$ cat src/rtl/alu_pkg.sv
// Shared opcode, status-bit and FSM definitions for the alu_mc multi-cycle ALU.
package alu_pkg;

  localparam logic [4:0] OP_NOP = 5'h00;
  localparam logic [4:0] OP_ADD = 5'h01;
  localparam logic [4:0] OP_SUB = 5'h02;
  localparam logic [4:0] OP_AND = 5'h03;
  localparam logic [4:0] OP_OR  = 5'h04;
  localparam logic [4:0] OP_NOT = 5'h05;
  localparam logic [4:0] OP_XOR = 5'h06;
  localparam logic [4:0] OP_SHL = 5'h07;
  localparam logic [4:0] OP_SHR = 5'h08;
  localparam logic [4:0] OP_VAL = 5'h09;
  localparam logic [4:0] OP_ADC = 5'h0A;
  localparam logic [4:0] OP_SBB = 5'h0B;
  localparam logic [4:0] OP_MUL = 5'h0C;

  localparam int ST_CARRY  = 0;
  localparam int ST_BORROW = 1;
  localparam int ST_ZERO   = 2;

  typedef enum logic {
    S_IDLE     = 1'b0,
    S_MUL_BUSY = 1'b1
  } alu_state_t;

  // Zero is only reported when the result is clean, i.e. no carry or borrow escaped.
  function automatic logic [2:0] make_status(input logic res_zero, input logic carry,
                                             input logic borrow);
    logic [2:0] st;
    st            = 3'b000;
    st[ST_CARRY]  = carry;
    st[ST_BORROW] = borrow;
    st[ST_ZERO]   = res_zero & ~carry & ~borrow;
    return st;
  endfunction

endpackage

$ cat src/rtl/alu_mul_seq.sv
// Iterative shift-add multiplier: one partial product per cycle, DATA_W cycles per product.
// Built only when ALU_MUL_EN is defined.
`ifdef ALU_MUL_EN
module alu_mul_seq
  import alu_pkg::*;
#(
  parameter int DATA_W = 8
) (
  input  logic                clk_i,
  input  logic                rst_i,
  input  logic                start_i,
  input  logic [DATA_W-1:0]   a_i,
  input  logic [DATA_W-1:0]   b_i,
  output logic                done_o,
  output logic [2*DATA_W-1:0] product_o
);
  localparam int CNT_W = $clog2(DATA_W);

  logic [2*DATA_W-1:0] acc_q, acc_d;
  logic [2*DATA_W-1:0] mcand_q, mcand_d;
  logic [DATA_W-1:0]   mplier_q, mplier_d;
  logic [CNT_W-1:0]    cnt_q, cnt_d;
  logic                run_q, run_d;

  // done_o marks the cycle of the final step; product_o already includes that step.
  assign done_o    = run_q && (cnt_q == '0);
  assign product_o = acc_d;

  // Step sequencing: load operands on start, then one shift-add per cycle.
  always_comb begin
    acc_d    = acc_q;
    mcand_d  = mcand_q;
    mplier_d = mplier_q;
    cnt_d    = cnt_q;
    run_d    = run_q;
    if (start_i) begin
      acc_d    = '0;
      mcand_d  = {{DATA_W{1'b0}}, a_i};
      mplier_d = b_i;
      cnt_d    = CNT_W'(DATA_W - 1);
      run_d    = 1'b1;
    end else if (run_q) begin
      if (mplier_q[0]) begin
        acc_d = acc_q + mcand_q;
      end else begin
        acc_d = acc_q;
      end
      mcand_d  = mcand_q << 1;
      mplier_d = mplier_q >> 1;
      if (cnt_q == '0) begin
        cnt_d = cnt_q;
        run_d = 1'b0;
      end else begin
        cnt_d = cnt_q - CNT_W'(1);
        run_d = 1'b1;
      end
    end else begin
      run_d = 1'b0;
    end
  end

  // Multiplier state registers.
  always_ff @(posedge clk_i) begin
    if (rst_i) begin
      acc_q    <= '0;
      mcand_q  <= '0;
      mplier_q <= '0;
      cnt_q    <= '0;
      run_q    <= 1'b0;
    end else begin
      acc_q    <= acc_d;
      mcand_q  <= mcand_d;
      mplier_q <= mplier_d;
      cnt_q    <= cnt_d;
      run_q    <= run_d;
    end
  end

endmodule
`endif

$ cat src/rtl/alu_mc.sv
// alu_mc: registered multi-cycle ALU with valid/ready handshake and a stored carry flag.
// Define ALU_MUL_EN to build the iterative MUL; without it opcode 0C decodes as NOP.
module alu_mc
  import alu_pkg::*;
#(
  parameter int DATA_W  = 8,
  parameter int SHAMT_W = $clog2(DATA_W)
) (
  input  logic              clk,
  input  logic              rst,
  input  logic              in_valid,
  output logic              in_ready,
  input  logic [4:0]        opcode,
  input  logic [DATA_W-1:0] operand1,
  input  logic [DATA_W-1:0] operand2,
  input  logic [7:0]        param,
  output logic              out_valid,
  input  logic              out_ready,
  output logic [DATA_W-1:0] result,
  output logic [2:0]        status,
  output logic              cf
);

  logic [DATA_W-1:0]   result_q, result_d;
  logic [2:0]          status_q, status_d;
  logic                cf_q, cf_d;
  logic                out_valid_q, out_valid_d;

  logic                accept_s, busy_s, is_mul_s, mul_done_s;
  logic [2*DATA_W-1:0] mul_prod_s;
  logic [2:0]          mul_status_s, alu_status_s;
  logic [DATA_W-1:0]   alu_res_s;
  logic                alu_carry_s, alu_borrow_s, alu_def_s, alu_cf_wr_s;
  logic [DATA_W:0]     arith_s;
  logic [2*DATA_W-1:0] shift_s;
  logic [SHAMT_W-1:0]  shamt_s;

  assign shamt_s  = param[SHAMT_W-1:0];
  assign in_ready = !rst && !busy_s && (!out_valid_q || out_ready);
  assign accept_s = in_valid && in_ready;

`ifdef ALU_MUL_EN
  alu_state_t state_q, state_d;

  assign is_mul_s = (opcode == OP_MUL);
  assign busy_s   = (state_q == S_MUL_BUSY);

  alu_mul_seq #(.DATA_W(DATA_W)) u_mul (
    .clk_i     (clk),
    .rst_i     (rst),
    .start_i   (accept_s && is_mul_s),
    .a_i       (operand1),
    .b_i       (operand2),
    .done_o    (mul_done_s),
    .product_o (mul_prod_s)
  );

  // FSM next state: park in MUL_BUSY until the multiplier finishes.
  always_comb begin
    state_d = state_q;
    case (state_q)
      S_IDLE: begin
        if (accept_s && is_mul_s) begin
          state_d = S_MUL_BUSY;
        end else begin
          state_d = S_IDLE;
        end
      end
      S_MUL_BUSY: begin
        if (mul_done_s) begin
          state_d = S_IDLE;
        end else begin
          state_d = S_MUL_BUSY;
        end
      end
      default: state_d = S_IDLE;
    endcase
  end

  // FSM state register; reset aborts any multiply in flight.
  always_ff @(posedge clk) begin
    if (rst) begin
      state_q <= S_IDLE;
    end else begin
      state_q <= state_d;
    end
  end
`else
  assign is_mul_s   = 1'b0;
  assign busy_s     = 1'b0;
  assign mul_done_s = 1'b0;
  assign mul_prod_s = '0;
`endif

  assign mul_status_s = make_status(mul_prod_s[DATA_W-1:0] == '0,
                                    |mul_prod_s[2*DATA_W-1:DATA_W], 1'b0);

  // Single-cycle datapath; arithmetic runs one bit wider to expose carry/borrow.
  always_comb begin
    alu_res_s    = '0;
    alu_carry_s  = 1'b0;
    alu_borrow_s = 1'b0;
    alu_def_s    = 1'b1;
    alu_cf_wr_s  = 1'b0;
    arith_s      = '0;
    shift_s      = '0;
    case (opcode)
      OP_ADD, OP_ADC: begin
        if (opcode == OP_ADC) begin
          arith_s = {1'b0, operand1} + {1'b0, operand2} + {{DATA_W{1'b0}}, cf_q};
        end else begin
          arith_s = {1'b0, operand1} + {1'b0, operand2};
        end
        alu_res_s   = arith_s[DATA_W-1:0];
        alu_carry_s = arith_s[DATA_W];
        alu_cf_wr_s = 1'b1;
      end
      OP_SUB, OP_SBB: begin
        if (opcode == OP_SBB) begin
          arith_s = {1'b0, operand1} - {1'b0, operand2} - {{DATA_W{1'b0}}, cf_q};
        end else begin
          arith_s = {1'b0, operand1} - {1'b0, operand2};
        end
        alu_res_s    = arith_s[DATA_W-1:0];
        alu_borrow_s = arith_s[DATA_W];
        alu_cf_wr_s  = 1'b1;
      end
      OP_AND: alu_res_s = operand1 & operand2;
      OP_OR:  alu_res_s = operand1 | operand2;
      OP_XOR: alu_res_s = operand1 ^ operand2;
      OP_NOT: alu_res_s = ~operand2;
      OP_SHL: begin
        shift_s     = {{DATA_W{1'b0}}, operand1} << shamt_s;
        alu_res_s   = shift_s[DATA_W-1:0];
        alu_carry_s = |shift_s[2*DATA_W-1:DATA_W];
      end
      OP_SHR: begin
        shift_s     = {operand1, {DATA_W{1'b0}}} >> shamt_s;
        alu_res_s   = shift_s[2*DATA_W-1:DATA_W];
        alu_carry_s = |shift_s[DATA_W-1:0];
      end
      OP_VAL: alu_res_s = DATA_W'(param);
      OP_NOP, OP_MUL: alu_def_s = 1'b0;
      default: alu_def_s = 1'b0;
    endcase
  end

  assign alu_status_s = alu_def_s ? make_status(alu_res_s == '0, alu_carry_s, alu_borrow_s)
                                  : 3'b000;

  // Output register next state: pop on out_ready, load on a 1-cycle op or multiply completion.
  always_comb begin
    result_d = result_q;
    status_d = status_q;
    cf_d     = cf_q;
    if (out_valid_q && out_ready) begin
      out_valid_d = 1'b0;
    end else begin
      out_valid_d = out_valid_q;
    end
    if (mul_done_s) begin
      result_d    = mul_prod_s[DATA_W-1:0];
      status_d    = mul_status_s;
      out_valid_d = 1'b1;
    end else if (accept_s && !is_mul_s) begin
      result_d    = alu_res_s;
      status_d    = alu_status_s;
      out_valid_d = 1'b1;
      if (alu_cf_wr_s) begin
        cf_d = alu_carry_s | alu_borrow_s;
      end else begin
        cf_d = cf_q;
      end
    end else begin
      result_d = result_q;
      status_d = status_q;
    end
  end

  // Output and flag registers.
  always_ff @(posedge clk) begin
    if (rst) begin
      result_q    <= '0;
      status_q    <= 3'b000;
      cf_q        <= 1'b0;
      out_valid_q <= 1'b0;
    end else begin
      result_q    <= result_d;
      status_q    <= status_d;
      cf_q        <= cf_d;
      out_valid_q <= out_valid_d;
    end
  end

  assign result    = result_q;
  assign status    = status_q;
  assign cf        = cf_q;
  assign out_valid = out_valid_q;

endmodule

$ cat config.mk
export PLATFORM = sky130hd
export DESIGN_NAME = alu_mc
export DESIGN_NICKNAME = d
export VERILOG_FILES = /design/src/rtl/alu_pkg.sv /design/src/rtl/alu_mul_seq.sv /design/src/rtl/alu_mc.sv
export SDC_FILE = /design/constraint.sdc
export NUM_CORES = 1
export LEC_CHECK = 0
export CAP_MARGIN = 10
export CORE_ASPECT_RATIO = 0.9
export CORE_MARGIN = 4
export CORE_UTILIZATION = 55
export CTS_BUF_LIST = sky130_fd_sc_hd__clkbuf_4
export DETAILED_ROUTE_END_ITERATION = 10
export PLACE_DENSITY = 0.89
export SKIP_CTS_REPAIR_TIMING = 1
export SLEW_MARGIN = 20
export SYNTH_ARGS = -nofsm -noshare
export SYNTH_HDL_FRONTEND = slang
export SYNTH_SLANG_ARGS = --single-unit
export TNS_END_PERCENT = 10
$ cat constraint.sdc
create_clock -name clk -period 9.6 [get_ports clk]
set_input_delay 1.92 -clock clk [delete_from_list [all_inputs] [get_ports clk]]
set_output_delay 1.92 -clock clk [all_outputs]
set_load 0.01 [all_outputs]
==> metrics.md, run 1 <==
| Metric | Value |
|---|---|
| All-Layer GR Usage | just under 30% |
| Max Cap Viol | 0 |
| RSZ-0062 raised after global routing | false |
| Distinct cells, synth | 73 |
| Reg2reg start | cf |
| Post-synth net total | 484 |
| Endpoint class of the critical path | flip-flop |
| Leading cell type in the layout, fill and taps excluded | clkdlybuf4s50_1 |
| Arrival time at the worst endpoint | between 5 and 6 ns |
| IO Port Bufs | 46 |
| CP top delay family | simple AND/OR/NAND/NOR gates |
| Gpl congestion | 1.01 |
| First-pass GRT wire length | 16.5 mm |
| Via/cell ratio | around 7 |
| Largest net degree at the start of global routing | 35 |
| Clock root buffer | clkbuf_4 |
| CTS Buf Count | 3 |
| Highest Clock Rate | 0.185 GHz |
| P per Cell Area | 72.2 nW/um^2 |
| Synth Area per Inst | 7.18 sq um |
| Max Fanout on Critical Path | 6 |
| WL/cell | 19.5 um |
| Static Leakage | 1.40 nW |
| Slew @ Worst Pin | roughly 0.84 ns |
| Status | finished, final reports clean |
| Fin. max-slew vios | 0 |
| Crit path kind | in2reg |
| DP Wirelength | 8.00 mm |
| Hold Path Class | reg2reg |
| Critical Path RT | ~10 ns |
| Worst reg2reg path depth | 9 |
| Slew headroom | a little over two fifths |
| Final Non-Filler Cells | a little over 500 |
| Initial antenna violation count | 0 |
| Hold Crit Depth | 2 |
| Vias in the first global route | approximately 3300 |
| Crit-path cells | clkdlybuf4s50_1 > inv_1 > ha_1 > fa_1 > or2_1 > a2111o_1 > o311ai_2 > nand4_2 > or3_1 > mux2_4 > or3_1 > o31ai_2 |
| Core Box Area | 5290 sq um |
| Initial DRT Pass Iterations | 5 |
| Diodes inserted | 0 |
| CTS tree | built |
| CP Launch Type | primary input |
| Top FF cell, synth | dfxtp_1 |
| M2 GR Usage | roughly 46% |
| Met3 usage | 5.67% |
| Reg2Reg Setup Slack | roughly 6.9 ns |
| Area leader, netlist | ha_1 |
| Part of the cycle the worst path needs | 56.2% |
| Initial Utilization | between 50 and 60% |
| CP peak stage delay | roughly 0.57 ns |
| Detail Route Antenna Nets | 0 |
| Setup WS pre-CTS | approximately 3.9 ns |
| Worst-path clk slew | about 0.080 ns |
| Commonest non-fill, non-tap cells in the layout | clkdlybuf4s50_1, nand2_1, nor2_1 |
| Setup_tns | 0 ns |
| Total number of vias | ~3600 |
| Worst path slowest cell | clkdlybuf4s50_1 |
| Warnings from Yosys | 0 |
| Max VDD drop | 0.0000625 V |
| Cells after Synth | 421 |
| Sequential fraction of the synthesis area | 8.61% |
| Main area contributors after synthesis | ha_1, dfxtp_1, a21oi_1 |
| Crit path time final | between 5 and 6 ns |
| Post-Syn Area | between 3000 and 4000 sq um |
| WP depth | 12 |
| Placed Cells | about 510 |
| Clk_skew | 0.00436 ns |
| CTS sink cnt | 13 |
| Fill count | around 490 |
| EDFF count, synth | 0 |
| Setup ws final | 4.21 ns |
| Layout cells sized above 1 | 5.35% |
| Global route total overflow | 0 |
| WP buf/inv | 2 |
| CTS H-Tree Depth | 1 |
| Hold Path Origin | status[0] |
| Die height | 78.3 um |
| Most frequent CP cell | or3_1 |
| Iter 0 DRT Violations | 532 |
| Layout area overhead | 16.0% |
| Worst reg2reg endpoint | status[2] |
| Ys async rst share | 0% |
| DRC | 0 |
| Number of synthesized register bits | 13 |
| Hold EP | status[0] |
| Routed WL | 10.1 mm |
| Gr busiest metal | met2 |
| Die ar. | 6750 sq um |
| CTS max path bufs | 2 |
| Die width | 86.1 um |
| Setup violators final | 0 |
| Final Hold Viols | 0 |
| Met1 Use GR | 41.6% |
| Post-synth top area share | 11.6% |
| Util after Layout | 66.3% |
| Final nets | 513 |
| Site Rows | 25 |
| Clock Latency Late Sink | 0.27 ns |
| I/O Pins | 47 |
## layout make-up
type	count	area, sq um	share of cell area, %
Clock buffer	4	30.0	0.857
Sequential cell	13	260	7.43
Inverter	26	97.6	2.78
Timing Repair Buffer	47	468	13.4
Tap cell	67	83.8	2.39
Multi-Input combinational cell	359	2560	73.2
## worst register-to-register path: cells and delay by family (launching register included)
kind                       cells  cell delay, ns
and+or+nand+nor                6            1.59
DFF                            1            0.40
adders and majority gates      2            0.40
AOI/OAI and AO/OA              1            0.21
## per-stage QoR
stage	hold WS [ns]	instance area (sq um)	total power, mW
5_1_grt	0.490	3500	0.268
3_5_place_dp	0.452	3470	0.210
6_report	0.471	3500	0.253
4_1_cts	0.472	3500	0.248
2_1_floorplan	0.474	3020	0.162
3_3_place_gp	0.440	3470	0.207
## synth_stat cells, drive strengths merged (6+ instances only)
master	number
a211oi	15
a21oi	26
or3	7
or2	8
o21ai	22
ha	28
nand2	33
nor3b	7
nor3	16
nor2b	6
clkbuf	18
nor4	6
dfxtp	13
a211o	7
nand3b	6
nand2b	6
xnor2	9
mux2i	12
o21a	7
nand3	12
nor2	32
inv	26
nand4	6
## how the worst max path moves through the flow
stage	startpoint	slack (ns)	endpoint
final	operand1[0]	4.21	status[2]
after global routing	operand1[0]	4.07	status[2]
after CTS	operand1[0]	4.25	status[2]
after detailed placement	operand1[4]	3.94	status[2]
after global placement	operand1[1]	4.05	status[2]
after floorplan	operand1[0]	4.80	status[2]
## flip-flops by register name, indices dropped and copies added, names as in the netlist
register   cells
cf             1
out_valid      1
result         8
status         3
## metal layers
| layer | vias up | part of all wire, % |
|---|---|---|
| li1 | 1647 | - |
| met3 | 24 | 12 |
| met4 | 0 | 2.2 |
| met5 | - | 0 |
| met2 | 241 | 44 |
| met1 | 1645 | 42 |
## cell families after synthesis
group | synth area share [%]
and+or+nand+nor | 30.4
AOI/OAI and AO/OA | 30.8
buffers and inverters | 6.50
adders and majority gates | 12.9
muxes | 6.71
xor gates and xnor gates | 4.06
DFF | 8.61
## power breakdown
| group | switching (mW) | internal [mW] |
|---|---|---|
| Combinational | 0.0947 | 0.0648 |
| Sequential | 0.000840 | 0.0553 |
| Clock | 0.0184 | 0.0189 |
| Total | 0.114 | 0.139 |
Note: power is estimated with default switching activity, not from simulation.
==> run 2: changes to the inputs <==
CORE_UTILIZATION = 51   (was 55)
PLACE_DENSITY = 0.87   (was 0.89)
clock period = 4.95 ns   (was 9.6 ns; I/O delays follow)
==> run 2 against run 1 <==
Combinational power up 97%. Global-route usage down 2.1 points. Critical path depth unchanged. Die area up 7.1%. Worst setup slack worse by 3.6 ns. Register-to-register slack worse by 4.7 ns. Design area up 2.2%. Clock skew down 0.0033 ns. Sequential share of layout area down 0.16 points. First-iteration DRC count down 18%. Largest power group unchanged.
==> metrics.md, run 2 (synthesized netlist as in run 1, its figures left out) <==
| Metric | Value |
|---|---|
| Gpl congestion | ~1.1 |
| Clk_skew | 0.00109 ns |
| Hold EP | result[6] |
| Crit path kind | in2reg |
| Initial Utilization | 52.8% |
| All-Layer GR Usage | 27.4% |
| First-pass GRT wire length | 15.7 mm |
| Core Box Area | about 5700 sq um |
| IO Port Bufs | between 40 and 50 |
| I/O Pins | 47 |
| Largest net degree at the start of global routing | 23 |
| Endpoint class of the critical path | flip-flop |
| Arrival time at the worst endpoint | around 4.6 ns |
| CTS H-Tree Depth | 1 |
| Routed WL | 9.94 mm |
| Worst-path clk slew | 0.08 ns |
| Status | finished, final reports clean |
| Die height | 81.0 um |
| Total number of vias | 3584 |
| Detail Route Antenna Nets | 0 |
| Max Fanout on Critical Path | 6 |
| CTS tree | built |
| Static Leakage | 1.45 nW |
| Number of flip-flops in the largest register | 8 |
| Reg2reg start | cf |
| DRC | 0 |
| Hold Path Class | reg2reg |
| Die width | 89.1 um |
| Crit path time final | 4.39 ns |
| Reg2Reg Setup Slack | 2.19 ns |
| Worst reg2reg path depth | 9 |
| Final nets | approximately 520 |
| Total power | 492 uW |
| CTS Buf Count | 3 |
| Setup violators final | 0 |
| Fin. max-slew vios | 0 |
| Crit-path cells | clkdlybuf4s50_1 > inv_1 > ha_1 > fa_1 > or2_1 > a2111o_1 > o311ai_2 > nand4_2 > or3_1 > mux2_4 > or3_1 > o31ai_2 |
| Setup_tns | 0 ns |
| Leading cell type in the layout, fill and taps excluded | clkdlybuf4s50_1 |
| Global route total overflow | 0 |
| Diodes inserted | 0 |
| RSZ-0062 raised after global routing | false |
| Vias in the first global route | about 3200 |
| Layout area overhead | 18.6% |
| Initial antenna violation count | 0 |
| Worst reg2reg endpoint | status[2] |
| P per Cell Area | 137 nW/um^2 |
| Via/cell ratio | about 6.8 |
| Slew headroom | 48.3% |
| DP Wirelength | approximately 8.0 mm |
| CTS max path bufs | 2 |
| CTS sink cnt | 13 |
| Highest Clock Rate | 0.228 GHz |
| Clock Latency Late Sink | 0.27 ns |
| Worst path slowest cell | clkdlybuf4s50_1 |
| Part of the cycle the worst path needs | 88.7% |
| WL/cell | 18.8 um |
| Most frequent CP cell | or3_1 |
| Clock root buffer | clkbuf_4 |
| Max VDD drop | ~0.00012 V |
| Hold Crit Depth | 2 |
| Critical Path RT | 5.14 ns |
| Max Cap Viol | 0 |
| CP Launch Type | primary input |
| Initial DRT Pass Iterations | 5 |
| Final Hold Viols | 0 |
| Commonest non-fill, non-tap cells in the layout | clkdlybuf4s50_1, nand2_1, nor2_1 |
| Iter 0 DRT Violations | 435 |
| Die ar. | 7220 sq um |
| Slew @ Worst Pin | between 0.7 and 0.8 ns |
| Site Rows | 26 |
| Hold Path Origin | result[6] |
| CP peak stage delay | approximately 0.57 ns |
| Layout cells sized above 1 | 7.41% |
==> run 2: cell types whose count changed in the layout (fill, tap and decap cells not counted), sizes merged <==
cell / before / now
buf: 1 / 11
==> run 2: power breakdown <==
| part | total (mW) | internal [mW] | leakage, nW | switching [mW] |
|---|---|---|---|---|
| logic | 0.314 | 0.132 | 1.32 | 0.182 |
| registers | 0.109 | 0.107 | 0.105 | 0.00149 |
| clock network | 0.0695 | 0.0367 | 0.0184 | 0.0328 |
| total | 0.492 | 0.276 | 1.45 | 0.217 |
==> run 2: metal layers <==
layer | share of wire [%] | wire length, um | vias to the layer above | track usage, %
li1 | - | - | 1665 | -
met5 | 0 | 0 | - | 0
met2 | 42 | 4180 | 253 | 41.2
met3 | 12 | 1180 | 36 | 4.97
met4 | 3.6 | 359 | 0 | 8.78
met1 | 42 | 4220 | 1630 | 39.3
==> run 2: per-stage QoR <==
stage               utilization [%]  hold WS [ns]  cells  cell area [sq um]  worst slack [ns]
finish                         62.6         0.453    529               3580             0.559
global route                   62.6         0.484    529               3580             0.415
CTS                            62.6         0.458    529               3580             0.591
detailed placement             62.1         0.441    525               3550             0.311
global placement               62.1         0.434    525               3550             0.373
floorplan                         -         0.474    421               3020              1.08
==> run 2: worst max path at each step <==
| stage | startpoint | endpoint | slack (ns) | depth (start not counted) |
|---|---|---|---|---|
| floorplan | operand1[0] | status[2] | 1.08 | 11 |
| global placement | operand1[0] | status[2] | 0.37 | 12 |
| detailed placement | operand1[0] | status[2] | 0.31 | 12 |
| CTS | operand1[0] | status[2] | 0.59 | 12 |
| global route | operand1[0] | status[2] | 0.41 | 12 |
| finish | operand1[0] | status[2] | 0.56 | 12 |
==> run 2: critical path, delay by kind of cell <==
kind,cells,cell delay (ns)
and+or+nand+nor,4,1.19
adders and majority gates,2,0.69
muxes,1,0.32
AOI/OAI and AO/OA,3,0.70
buffers and inverters,2,0.68
==> run 2: layout make-up <==
type / instances / area, sq um
Sequential cell: 13 / 260
Tap cell: 70 / 87.6
Multi-Input combinational cell: 359 / 2560
Inverter: 26 / 97.6
Clock buffer: 4 / 30.0
Fill cell: 530 / 2140
Timing Repair Buffer: 57 / 543
==> run 3: changes to the inputs <==
CORE_UTILIZATION = 55   (was 51)
CTS_CLUSTER_DIAMETER = 50   (was unset)
DONT_BUFFER_PORTS = 1   (was unset)
PLACE_DENSITY = 0.81   (was 0.87)
==> run 3 against run 2 <==
Worst setup slack improved by 0.50 ns. Register-to-register slack worse by 0.06 ns. Routed wire length shrank 0.32%. Largest cell class unchanged.
==> metrics.md, run 3 (synthesized netlist as in run 1, its figures left out) <==
| Metric | Value |
|---|---|
| Number of flip-flops in the largest register | 8 |
| Setup_tns | 0 ns |
| CTS max path bufs | 2 |
| Slew @ Worst Pin | 0.674 ns |
| Hold Path Class | reg2reg |
| CP Launch Type | primary input |
| All-Layer GR Usage | 29.7% |
| Highest Clock Rate | 0.257 GHz |
| Initial Utilization | roughly 57% |
| Commonest non-fill, non-tap cells in the layout | nand2_1, nor2_1, ha_1 |
| RSZ-0062 raised after global routing | false |
| Crit-path cells | inv_1 > ha_1 > fa_1 > or2_1 > a2111o_1 > o311ai_2 > nand4_2 > or3_1 > mux2_4 > or3_1 > o31ai_2 |
| Iter 0 DRT Violations | 462 |
| Site Rows | 25 |
| Part of the cycle the worst path needs | 78.7% |
| WP buf/inv | 1 |
| First-pass GRT wire length | 16.2 mm |
| Die width | 86.1 um |
| CP peak stage delay | around 0.45 ns |
| Final nets | 467 |
| DP Wirelength | 7.93 mm |
| Initial DRT Pass Iterations | 5 |
| Status | finished, final reports clean |
| Total number of vias | 3401 |
| Max Fanout on Critical Path | 6 |
| Gpl congestion | 0.951 |
| Layout area overhead | 0.745% |
| Critical Path RT | 5.14 ns |
| WL/cell | ~21 um |
| Max Cap Viol | 0 |
| CP top delay family | simple AND/OR/NAND/NOR gates |
| P per Cell Area | 141 nW/um^2 |
| Util after Layout | 57.6% |
| Vias in the first global route | 3151 |
| Most frequent CP cell | or3_1 |
| Share of power burned in registers | 25.8% |
| Die ar. | 6750 sq um |
| CTS sink cnt | 13 |
| Internal power | 244 uW |
| Via/cell ratio | 7.24 |
| Gate power share | 58.2% |
| Static Leakage | 1.23 nW |
| Fin. max-slew vios | 0 |
| Max VDD drop | 0.000144 V |
| DRC | 0 |
| Endpoint class of the critical path | flip-flop |
| Leading cell type in the layout, fill and taps excluded | nand2_1 |
| Crit path time final | 3.90 ns |
| Setup violators final | 0 |
| Final Hold Viols | 0 |
| Clock power share | 16.1% |
| Layout cells sized above 1 | 5.96% |
| Initial antenna violation count | 0 |
| Sw Pwr | approximately 190 uW |
| Slew headroom | 55.1% |
| CTS H-Tree Depth | 1 |
| Core Box Area | between 5000 and 6000 sq um |
| Clock Latency Late Sink | 0.27 ns |
| CTS Buf Count | 3 |
| Die height | just under 80 um |
| Switching Share | 43.1% |
| CTS tree | built |
| Arrival time at the worst endpoint | 4.09 ns |
| Crit path kind | in2reg |
| Diodes inserted | 0 |
| Clock root buffer | clkbuf_4 |
| I/O Pins | 47 |
| Worst path slowest cell | fa_1 |
| IO Port Bufs | 0 |
| Worst-path clk slew | 0.07 ns |
| Detail Route Antenna Nets | 0 |
| Largest net degree at the start of global routing | 35 |
| Global route total overflow | 0 |
| Routed WL | 9.91 mm |
| Clk_skew | 0.00129 ns |
run 3: changes by cell type in the layout (fill, tap and decap cells not counted):
cell and change:
clkdlybuf4s50_1 -46, buf_4 -10
run 3: cell type report:
type,count,area [sq um]
Multi-Input combinational cell,359,2560
Tap cell,67,83.8
Sequential cell,13,260
Inverter,26,97.6
Fill cell,515,2240
Timing Repair Buffer,1,7.51
Clock buffer,4,30.0
run 3: worst min-delay path: stages (launching register included):
cell	delay, ns
dfxtp_1	0.35
nand2_1	0.07
a21oi_1	0.05
run 3: per-stage QoR:
stage	std cells	power, mW	instance area [sq um]	hold WS [ns]	setup slack (ns)
after global placement	466	0.348	3010	0.492	0.935
final	470	0.429	3040	0.508	1.05
after detailed placement	466	0.354	3010	0.496	0.801
after global routing	470	0.459	3040	0.546	0.953
after floorplan	421	0.315	3020	0.474	1.08
after CTS	470	0.424	3040	0.506	1.09
run 3: power groups by stage:
| stage | combinational, mW | sequential, mW | clock (mW) |
|---|---|---|---|
| final | 0.250 | 0.111 | 0.0690 |
| after CTS | 0.242 | 0.111 | 0.0708 |
| after floorplan | 0.202 | 0.112 | 0 |
| after global placement | 0.235 | 0.113 | 0 |
| after detailed placement | 0.240 | 0.113 | 0 |
| after global routing | 0.273 | 0.111 | 0.0753 |
run 3: path summary, 6_finish.rpt:
path	from	end	slack, ns	cells past startpoint
max	operand1[0]	status[2]	1.05	11
min	status[0]	status[0]	0.51	2
max reg2reg	cf	cf	2.13	9
min reg2reg	status[0]	status[0]	0.51	2
run 3: metal layers:
| layer | routed length (um) | global-route usage [%] | vias to the layer above |
|---|---|---|---|
| met3 | 1160 | 6.40 | 27 |
| li1 | - | - | 1549 |
| met2 | 4260 | 43.4 | 236 |
| met5 | 0 | 0 | - |
| met1 | 4180 | 42.6 | 1589 |
| met4 | 314 | 10.4 | 0 |
